File: src/rtl/uart_rx_cfg_if.sv
// Receive-side handshake bundle of uart_rx_cfg: held frame, its status flags
// and the consumer's accept strobe.
interface uart_rx_cfg_if #(
    parameter int DATA_BITS = 8
);
    logic [DATA_BITS-1:0] rx_data;
    logic                 rx_valid;
    logic                 rx_ready;
    logic                 parity_err;
    logic                 frame_err;
    logic                 break_det;
    logic                 overrun_err;

    modport master (
        output rx_data, rx_valid, parity_err, frame_err, break_det, overrun_err,
        input  rx_ready
    );

    modport slave (
        input  rx_data, rx_valid, parity_err, frame_err, break_det, overrun_err,
        output rx_ready
    );
endinterface

File: src/rtl/uart_rx_cfg.sv
// Configurable UART receiver: oversampled 2-of-3 majority bit decisions, runtime
// parity/stop selection latched per frame, break detection, one-deep output hold.
module uart_rx_cfg #(
    parameter int DATA_BITS  = 8,
    parameter int OVS_FACTOR = 16
) (
    input  logic             clk,
    input  logic             reset_n,
    input  logic             tick_ovs,
    input  logic             rx_pin,
    input  logic [1:0]       parity_mode,
    input  logic             stop_bits2,
    output logic             busy,
    uart_rx_cfg_if.master    rx_if
);

    localparam int CW = $clog2(OVS_FACTOR);
    localparam int BW = $clog2(DATA_BITS + 1);
    localparam logic [CW-1:0] TICK_LO   = CW'(OVS_FACTOR / 2 - 1);
    localparam logic [CW-1:0] TICK_MID  = CW'(OVS_FACTOR / 2);
    localparam logic [CW-1:0] TICK_HI   = CW'(OVS_FACTOR / 2 + 1);
    localparam logic [CW-1:0] TICK_LAST = CW'(OVS_FACTOR - 1);
    localparam logic [BW-1:0] BITS_ALL  = BW'(DATA_BITS);

    typedef enum logic [2:0] {
        S_IDLE,
        S_START,
        S_DATA,
        S_PARITY,
        S_STOP,
        S_BRK_WAIT
    } state_t;

    state_t               state_q;
    logic [1:0]           sync_q;
    logic [CW-1:0]        os_cnt_q;
    logic [BW-1:0]        bit_cnt_q;
    logic [DATA_BITS-1:0] shreg_q;
    logic [1:0]           smp_q;
    logic                 par_en_q;
    logic                 par_odd_q;
    logic                 stop2_q;
    logic                 stop_idx_q;
    logic                 par_err_q;
    logic                 fe_q;
    logic                 brk_q;
    logic                 done_q;
    logic                 busy_q;

    logic [DATA_BITS-1:0] rx_data_q;
    logic                 rx_valid_q;
    logic                 pe_out_q;
    logic                 fe_out_q;
    logic                 brk_out_q;
    logic                 ovr_q;

    logic line;
    logic maj;
    logic at_hi;
    logic at_last;

    assign line    = sync_q[1];
    // Samples at MID-1 and MID are stored; the MID+1 sample is the live line.
    assign maj     = (smp_q[0] & smp_q[1]) | (smp_q[0] & line) | (smp_q[1] & line);
    assign at_hi   = tick_ovs && (os_cnt_q == TICK_HI);
    assign at_last = tick_ovs && (os_cnt_q == TICK_LAST);

    // NOTE: every flop below, including the synchronizer and the data shift
    // register, is cleared by the asynchronous reset so a mid-frame reset
    // leaves no stale state behind.
    always_ff @(posedge clk or negedge reset_n) begin
        if (!reset_n) begin
            sync_q <= 2'b11;
        end else begin
            // NOTE: non-blocking assignments keep the two stages as two flops.
            sync_q <= {sync_q[0], rx_pin};
        end
    end

    always_ff @(posedge clk or negedge reset_n) begin
        if (!reset_n) begin
            state_q    <= S_IDLE;
            os_cnt_q   <= '0;
            bit_cnt_q  <= '0;
            shreg_q    <= '0;
            smp_q      <= 2'b11;
            par_en_q   <= 1'b0;
            par_odd_q  <= 1'b0;
            stop2_q    <= 1'b0;
            stop_idx_q <= 1'b0;
            par_err_q  <= 1'b0;
            fe_q       <= 1'b0;
            brk_q      <= 1'b0;
            done_q     <= 1'b0;
            busy_q     <= 1'b0;
        end else begin
            done_q <= 1'b0;

            if (tick_ovs && state_q != S_IDLE && state_q != S_BRK_WAIT) begin
                os_cnt_q <= (os_cnt_q == TICK_LAST) ? '0 : os_cnt_q + 1'b1;
                if (os_cnt_q == TICK_LO)  smp_q[0] <= line;
                if (os_cnt_q == TICK_MID) smp_q[1] <= line;
            end

            unique case (state_q)
                S_IDLE: begin
                    if (tick_ovs && !line) begin
                        state_q    <= S_START;
                        busy_q     <= 1'b1;
                        os_cnt_q   <= '0;
                        bit_cnt_q  <= '0;
                        stop_idx_q <= 1'b0;
                        par_en_q   <= (parity_mode == 2'b01) || (parity_mode == 2'b10);
                        par_odd_q  <= (parity_mode == 2'b10);
                        stop2_q    <= stop_bits2;
                        par_err_q  <= 1'b0;
                        fe_q       <= 1'b0;
                        brk_q      <= 1'b0;
                    end
                end

                S_START: begin
                    if (at_hi && maj) begin
                        state_q <= S_IDLE;
                        busy_q  <= 1'b0;
                    end else if (at_last) begin
                        state_q <= S_DATA;
                    end
                end

                S_DATA: begin
                    if (at_hi) begin
                        shreg_q   <= {maj, shreg_q[DATA_BITS-1:1]};
                        bit_cnt_q <= bit_cnt_q + 1'b1;
                    end else if (at_last && bit_cnt_q == BITS_ALL) begin
                        state_q <= par_en_q ? S_PARITY : S_STOP;
                    end
                end

                S_PARITY: begin
                    if (at_hi) begin
                        par_err_q <= maj ^ (^shreg_q) ^ par_odd_q;
                    end else if (at_last) begin
                        state_q <= S_STOP;
                    end
                end

                S_STOP: begin
                    if (at_hi) begin
                        if (!maj) fe_q <= 1'b1;
                        // A line stuck low through the first stop bit is a break,
                        // reported at once rather than after the second stop bit.
                        if (!stop_idx_q && !maj && shreg_q == '0) begin
                            brk_q   <= 1'b1;
                            done_q  <= 1'b1;
                            state_q <= S_BRK_WAIT;
                        end else if (stop_idx_q == stop2_q) begin
                            done_q  <= 1'b1;
                            state_q <= S_IDLE;
                            busy_q  <= 1'b0;
                        end
                    end else if (at_last) begin
                        stop_idx_q <= 1'b1;
                    end
                end

                S_BRK_WAIT: begin
                    if (line) begin
                        state_q <= S_IDLE;
                        busy_q  <= 1'b0;
                    end
                end

                default: begin
                    state_q <= S_IDLE;
                    busy_q  <= 1'b0;
                end
            endcase
        end
    end

    // Output hold register: a handshake in the completion cycle frees the slot.
    always_ff @(posedge clk or negedge reset_n) begin
        if (!reset_n) begin
            rx_data_q  <= '0;
            rx_valid_q <= 1'b0;
            pe_out_q   <= 1'b0;
            fe_out_q   <= 1'b0;
            brk_out_q  <= 1'b0;
            ovr_q      <= 1'b0;
        end else begin
            if (rx_valid_q && rx_if.rx_ready) begin
                rx_valid_q <= 1'b0;
                ovr_q      <= 1'b0;
            end
            if (done_q) begin
                if (!rx_valid_q || rx_if.rx_ready) begin
                    rx_data_q  <= shreg_q;
                    pe_out_q   <= par_err_q;
                    fe_out_q   <= fe_q | brk_q;
                    brk_out_q  <= brk_q;
                    rx_valid_q <= 1'b1;
                end else begin
                    ovr_q <= 1'b1;
                end
            end
        end
    end

    assign busy              = busy_q;
    assign rx_if.rx_data     = rx_data_q;
    assign rx_if.rx_valid    = rx_valid_q;
    assign rx_if.parity_err  = pe_out_q;
    assign rx_if.frame_err   = fe_out_q;
    assign rx_if.break_det   = brk_out_q;
    assign rx_if.overrun_err = ovr_q;

endmodule

File: src/flat_wrapper.sv
// flat-port wrapper written by rule: the top's interface ports become plain ports
module uart_rx_cfg_flat 
#(
    parameter int DATA_BITS  = 8,
    parameter int OVS_FACTOR = 16
)
  (clk, reset_n, tick_ovs, rx_pin, parity_mode, stop_bits2, busy, rx_if_rx_data, rx_if_rx_valid, rx_if_parity_err, rx_if_frame_err, rx_if_break_det, rx_if_overrun_err, rx_if_rx_ready);
  uart_rx_cfg_if #(.DATA_BITS(DATA_BITS)) rx_if_i ();
  input  logic clk;
  input  logic reset_n;
  input  logic tick_ovs;
  input  logic rx_pin;
  input  logic [1:0] parity_mode;
  input  logic stop_bits2;
  output logic busy;
  output wire logic [$bits(rx_if_i.rx_data)-1:0] rx_if_rx_data;
  output wire logic [$bits(rx_if_i.rx_valid)-1:0] rx_if_rx_valid;
  output wire logic [$bits(rx_if_i.parity_err)-1:0] rx_if_parity_err;
  output wire logic [$bits(rx_if_i.frame_err)-1:0] rx_if_frame_err;
  output wire logic [$bits(rx_if_i.break_det)-1:0] rx_if_break_det;
  output wire logic [$bits(rx_if_i.overrun_err)-1:0] rx_if_overrun_err;
  input wire logic [$bits(rx_if_i.rx_ready)-1:0] rx_if_rx_ready;
  assign rx_if_rx_data = rx_if_i.rx_data;
  assign rx_if_rx_valid = rx_if_i.rx_valid;
  assign rx_if_parity_err = rx_if_i.parity_err;
  assign rx_if_frame_err = rx_if_i.frame_err;
  assign rx_if_break_det = rx_if_i.break_det;
  assign rx_if_overrun_err = rx_if_i.overrun_err;
  assign rx_if_i.rx_ready = rx_if_rx_ready;
  uart_rx_cfg #(.DATA_BITS(DATA_BITS), .OVS_FACTOR(OVS_FACTOR)) u_core (.clk(clk), .reset_n(reset_n), .tick_ovs(tick_ovs), .rx_pin(rx_pin), .parity_mode(parity_mode), .stop_bits2(stop_bits2), .busy(busy), .rx_if(rx_if_i));
endmodule
File: config.mk
export PLATFORM = sky130hd
export DESIGN_NAME = uart_rx_cfg_flat
export DESIGN_NICKNAME = d
export VERILOG_FILES = /design/src/rtl/uart_rx_cfg_if.sv /design/src/rtl/uart_rx_cfg.sv /design/src/flat_wrapper.sv
export SDC_FILE = /design/constraint.sdc
export NUM_CORES = 1
export LEC_CHECK = 0
export CORE_ASPECT_RATIO = 0.8
export CORE_UTILIZATION = 35
export CTS_BUF_LIST = sky130_fd_sc_hd__clkbuf_8
export DETAILED_ROUTE_END_ITERATION = 16
export GPL_TIMING_DRIVEN = 0
export PLACE_DENSITY_LB_ADDON = 0.25
export SLEW_MARGIN = 40
export SYNTH_ARGS = -nofsm -noshare
export SYNTH_HDL_FRONTEND = slang
export SYNTH_SLANG_ARGS = --single-unit
File: constraint.sdc
create_clock -name clk -period 4.96 [get_ports clk]
set_clock_uncertainty 0.15 [all_clocks]
set_input_delay 0.744 -clock clk [delete_from_list [all_inputs] [get_ports clk]]
set_output_delay 0.744 -clock clk [all_outputs]
set_load 0.1 [all_outputs]
==> results.yml, run 1 <==
floorplanning:
  die_y_um: 73.0
  dieArea_um2: 6620
  ioPinCount: 22
  initial_core_util: 0.367
  core_area_um2: 6010
  rows: 25
  dieWidth_um: 90.7
clock_network:
  cts_tree: "yes"
  clkTransAtPathRegs_ps: 90
  post_cts_buffers: 0
  cts.path.max_buffers: 2
  ctsHtreeMaxLevel: 2
  cts_resized: 0
  numClockSinks: 45
  cts_hold_buf: 0
  cts_buffers: 5
  clk_latency_ps: 300
  cts_root_buffer: "clkbuf_8"
worst_setup_path:
  cp-start-kind: "input pin"
  slowest_delay_ps: 560
  cp_data_required_time_ps: 4990
  crit_path_end_kind: "flop"
  worst_path_max_delay_cell: "clkdlybuf4s50_1"
  path_max_fanout: 5
  arrival_ps: 2610
  crit_chain: "clkdlybuf4s50_1 > nand4_1 > a22oi_1 > o221a_2 > o311a_1 > mux2_1"
  crit_type: "input pin to flop"
power:
  power.density_nw_per_um2: 461
  intPower_uw: 712
  pwr-share-comb: 0.391
  clkPwrFrac: 0.193
  ir_drop_mv: 0.249
  seq_power_share: 0.416
  switching_share: 0.394
  cellLeakagePower_nw: 1.17
  power.switching_uw: 463
grt:
  grt_max_degree: 36
  grt_usage: 0.141
  overflow: 0
  grt_pass1_wl_um: 7260
  grt_pass1_vias: 1601
  antenna_found_initial: 0
run:
  cap_violations: 0
sta:
  worst_pin_slew_ps: 528
  finalHoldViolCount: 0
  fin_ws_ps: 2380
  tns_ps: 0
  finalSetupViolCount: 0
  fmax_mhz: 387
  rsz0062_at_grt: "no"
  finalMaxSlewViolations: 0
  post-route-period-util: 0.520
  max_slew_margin: 0.648
  final.min_clock_period_ps: 2580
final_layout:
  layout-drive-gt1-share: 0.179
  fillCellCount: 617
  syn_to_final_growth_pct: 15.7
  final_nets: 269
  stdcell_count: 333
  n_antenna_cell: 0
place:
  dp_slack_ps: 2080
  io_buffers: 21
  place_inst: 325
  dp_hpwl_um: 3070
  routabilityCongestion: 0.875
outcome:
  outcome: "finished, final reports clean"
detailed_routing:
  vias: 1646
  routed_wl_um: 4230
  wl_per_cell_um: 12.7
  route.detailed.drc: 0
  ant_nets: 0
  first_pass_iters: 4
  drtIter0Drc: 76
  via_per_inst: 4.94
yosys:
  ys_ff_latch: 45
  ys_warn_count: 0
  synth_seq_area_share: 0.513
  syn_nets: 240
  yosys-top-cells-area: "dfrtp_1, ha_1, nand2_1"
  syn_area_um2: 2200
  async_flop_share: 1.00
  syn_inst: 222
  yosysTopAreaCell: "dfrtp_1"
  synth.most_common_cell: "dfrtp_1"
  ys.flop_type: "dfrtp_1"
  synth-edff-count: 0
  netlist.area_leader.share: 0.465
  yosys.cell_types.count: 44
  synth_common_cells: "dfrtp_1, nand2_1, o21ai_0, nor2_1, inv_1"
  syn_avg_cell_area_um2: 9.93
worst_hold_path:
  worst_hold_path_type: "input pin to async pin"
## cell families after synthesis
logic type,synth area share
and+or+nand+nor,0.175
xor gates and xnor gates,0.0397
muxes,0.0403
DFF,0.513
buffers and inverters,0.0471
AOI/OAI and AO/OA,0.123
adders and majority gates,0.0619
## state kept, by name, summed over array words and instances (netlist names), 2 cells and up
name,count
u_core.shreg_q,8
u_core.rx_if.rx_data,8
u_core.state_q,3
u_core.os_cnt_q,4
u_core.smp_q,2
u_core.bit_cnt_q,4
u_core.sync_q,2
## worst max-delay path: cells and delay by family
kind	cells	cell delay, ps
AO/OA/AOI/OAI	3	760
buffers and inverters	1	560
multiplexers	1	350
AND/OR/NAND/NOR	1	200
## power groups by stage
| stage | logic (mW) | clock network (mW) | registers (mW) |
|---|---|---|---|
| 5_1_grt | 0.512 | 0.249 | 0.498 |
| 2_1_floorplan | 0.311 | 0 | 0.538 |
| 3_3_place_gp | 0.456 | 0 | 0.494 |
| 3_5_place_dp | 0.456 | 0 | 0.496 |
| 6_report | 0.460 | 0.226 | 0.489 |
| 4_1_cts | 0.459 | 0.234 | 0.489 |
## final cells by class
cell class / instances / area (µm²) / share of cell area
Buffer: 9 / 43.8 / 0.0172
Multi-Input combinational cell: 152 / 970 / 0.380
Inverter: 16 / 60.1 / 0.0235
Timing Repair Buffer: 22 / 158 / 0.0618
Sequential cell: 45 / 1130 / 0.443
Clock buffer: 5 / 68.8 / 0.0270
Tap cell: 81 / 101 / 0.0397
Clock inverter: 3 / 18.8 / 0.00736
## cells in the final DEF (no fill, tap or decap), types with 4 or more instances in the layout
cell / Yosys / layout
dfrtp_1: 41 / 41
mux2_2: 5 / 5
buf_2: 2 / 16
clkdlybuf4s50_1: 0 / 6
xnor2_1: 8 / 8
nand3_1: 5 / 5
clkbuf_8: 0 / 5
a21oi_1: 7 / 7
nand2_1: 33 / 33
dfstp_2: 4 / 4
nor2_1: 18 / 18
clkbuf_1: 5 / 5
o21ai_0: 24 / 24
inv_1: 16 / 17
ha_1: 10 / 10
## path summary, 6_finish.rpt
check | start | to | slack, ps | depth (start not counted)
worst min register to register | u_core.sync_q[0] | u_core.sync_q[1] | 210 | 0
max in group asynchronous | reset_n | u_core.sync_q[1] | 4060 | 2
worst max-delay path | tick_ovs | u_core.state_q[2] | 2380 | 6
min in group clk | u_core.sync_q[0] | u_core.sync_q[1] | 210 | 0
worst max register to register | u_core.os_cnt_q[0] | u_core.state_q[2] | 2700 | 6
worst min-delay path | reset_n | u_core.rx_if.rx_data[4] | 110 | 1
## per-layer routing
layer	vias up	wire, µm	GRT usage
met5	-	0	0
met2	35	1840	0.222
met1	788	2120	0.184
met4	0	58	0.0609
met3	8	212	0.0375
li1	815	-	-
## stage by stage
stage | util | instance area, µm² | power, mW | hold slack [ps]
finish | 0.425 | 2550 | 1.18 | 108
global route | 0.425 | 2550 | 1.26 | 111
CTS | 0.425 | 2550 | 1.18 | 111
detailed placement | 0.410 | 2460 | 0.952 | 200
global placement | 0.419 | 2520 | 0.950 | 196
floorplan | - | 2200 | 0.848 | 195
(Power assumes the default switching activity.)
==> inputs of run 2 (changes only) <==
==> constraint.sdc (replaced) <==
create_clock -name clk -period 2.1 [get_ports clk]
set_clock_uncertainty 0.15 [all_clocks]
set_input_delay 0.315 -clock clk [delete_from_list [all_inputs] [get_ports clk]]
set_output_delay 0.315 -clock clk [all_outputs]
set_load 0.1 [all_outputs]
==> run 2 against run 1 <==
  * Clock-buffer cell count stayed put
  * Worst hold slack better by 100 ps
  * Core utilization is 1.0 points higher
  * Largest power group unchanged
==> results.yml, run 2 (synthesized netlist as in run 1, its figures left out) <==
outcome:
  outcome: "finished, final reports clean"
detailed_routing:
  ant_nets: 0
  route.detailed.drc: 0
  via_per_inst: 4.86
  first_pass_iters: 4
  wl_per_cell_um: 12.8
  vias: 1632
  drtIter0Drc: 68
  routed_wl_um: 4310
power:
  power.density_nw_per_um2: 1090
  finalPower_mw: 2.85
  cellLeakagePower_nw: 1.20
  ir_drop_mv: 0.587
worst_setup_path:
  crit_path_end_kind: "flop"
  worst_path_max_delay_cell: "maj3_2"
  crit_chain: "maj3_2 > nor4_4 > o311a_1 > mux2_1"
  crit_type: "flop to flop"
  path_max_fanout: 7
  rrSetupSlack_ps: 30
  reg2reg_from: "u_core.sync_q[1]"
  slowest_delay_ps: 410
  cp_data_required_time_ps: 2130
  cp-start-kind: "flop"
  arrival_ps: 2090
  worst_r2r_path_depth: 4
  r2r_end: "u_core.state_q[2]"
run:
  cap_violations: 0
worst_hold_path:
  whs_endpoint: "u_core.sync_q[1]"
  hold_start: "u_core.sync_q[0]"
  hold_depth: 0
  worst_hold_path_type: "flop to flop"
final_layout:
  fillCellCount: 618
  final_nets: 272
  multi_input_area_um2: 997
  n_antenna_cell: 0
  syn_to_final_growth_pct: 18.5
  stdcell_count: 336
  layout.area.seq_um2: 1130
  layout_common_cells: "dfrtp_1, nand2_1, o21ai_0"
  layout-drive-gt1-share: 0.212
  final_common_cell: "dfrtp_1"
place:
  place_inst: 325
  io_buffers: 21
  routabilityCongestion: 0.875
  dp_hpwl_um: 3070
floorplanning:
  dieArea_um2: 6620
  ioPinCount: 22
  dieWidth_um: 90.7
  initial_core_util: 0.367
  rows: 25
  core_area_um2: 6010
  die_y_um: 73.0
grt:
  grt_pass1_vias: 1643
  antenna_found_initial: 0
  grt_usage: 0.144
  grt_pass1_wl_um: 7420
  overflow: 0
  grt_max_degree: 36
sta:
  finalMaxSlewViolations: 0
  worst_pin_slew_ps: 533
  final.min_clock_period_ps: 2070
  rsz0062_at_grt: "yes"
  post-route-period-util: 0.984
  fmax_mhz: 484
  finalHoldViolCount: 0
  max_slew_margin: 0.644
  tns_ps: 0
  hold_ws_ps: 210
  finalSetupViolCount: 0
clock_network:
  cts_root_buffer: "clkbuf_8"
  numClockSinks: 45
  clkTransAtPathRegs_ps: 80
  ctsHtreeMaxLevel: 2
  cts.path.max_buffers: 2
  clk_latency_ps: 300
  cts_tree: "yes"
  cts_buffers: 5
-- run 2: cell types whose count changed in the layout (fill, tap and decap cells not counted), sizes merged --
cell,change
buf,+3
clkbuf,-1
dlygate4sd3,+1
-- run 2: critical path: cells and delay by family, from the launching register on --
family / cells / cell delay, ps
compound gates: 1 / 270
simple gates: 1 / 370
mux: 1 / 350
fa+ha+maj: 1 / 410
flops: 1 / 400
-- run 2: through the flow --
step	util	instance area, µm²	setup WS [ps]
CTS	0.432	2590	6.71
detailed placement	0.410	2460	-355
global placement	0.419	2520	-721
finish	0.435	2610	33.1
global route	0.435	2610	-42.0
floorplan	-	2200	6.48
-- run 2: layout make-up --
cell class                      instances  area share
Sequential cell                        45       0.433
Multi-Input combinational cell        152       0.382
Timing Repair Buffer                   26      0.0728
Tap cell                               81      0.0388
Clock buffer                            5      0.0263
Inverter                               16      0.0230
Buffer                                  8      0.0172
Clock inverter                          3     0.00718
-- run 2: power breakdown --
group          switching [mW]  internal (mW)  total [mW]
clock                   0.303          0.230       0.533
sequential              0.151           1.03        1.18
combinational           0.666          0.465        1.13
total                    1.12           1.73        2.85
-- run 2: routing by layer --
layer,track usage,vias to the layer above,share of wire
li1,-,820,-
met1,0.184,772,0.50
met2,0.233,33,0.44
met3,0.0375,7,0.048
met4,0.0609,0,0.012
met5,0,-,0
-- run 2: how the worst max path moves through the flow --
| stage | startpoint | slack (ps) | depth (start not counted) | end |
|---|---|---|---|---|
| 2_1_floorplan | u_core.rx_if.rx_valid | 6 | 4 | u_core.rx_if.break_det |
| 3_3_place_gp | reset_n | -720 | 1 | u_core.busy |
| 3_5_place_dp | tick_ovs | -360 | 6 | u_core.state_q[2] |
| 4_1_cts | u_core.os_cnt_q[0] | 7 | 6 | u_core.state_q[2] |
| 5_1_grt | u_core.state_q[0] | -40 | 6 | u_core.state_q[2] |
| 6_report | u_core.sync_q[1] | 30 | 4 | u_core.state_q[2] |
-- run 2: repair_timing --
action	in CTS	in global routing
gates cloned	0	0
resized for setup	3	7
hold endpoints to repair	41	0
pin swaps	1	4
setup endpoints to repair	2	18
hold buffers	1	0
buffers inserted	2	1
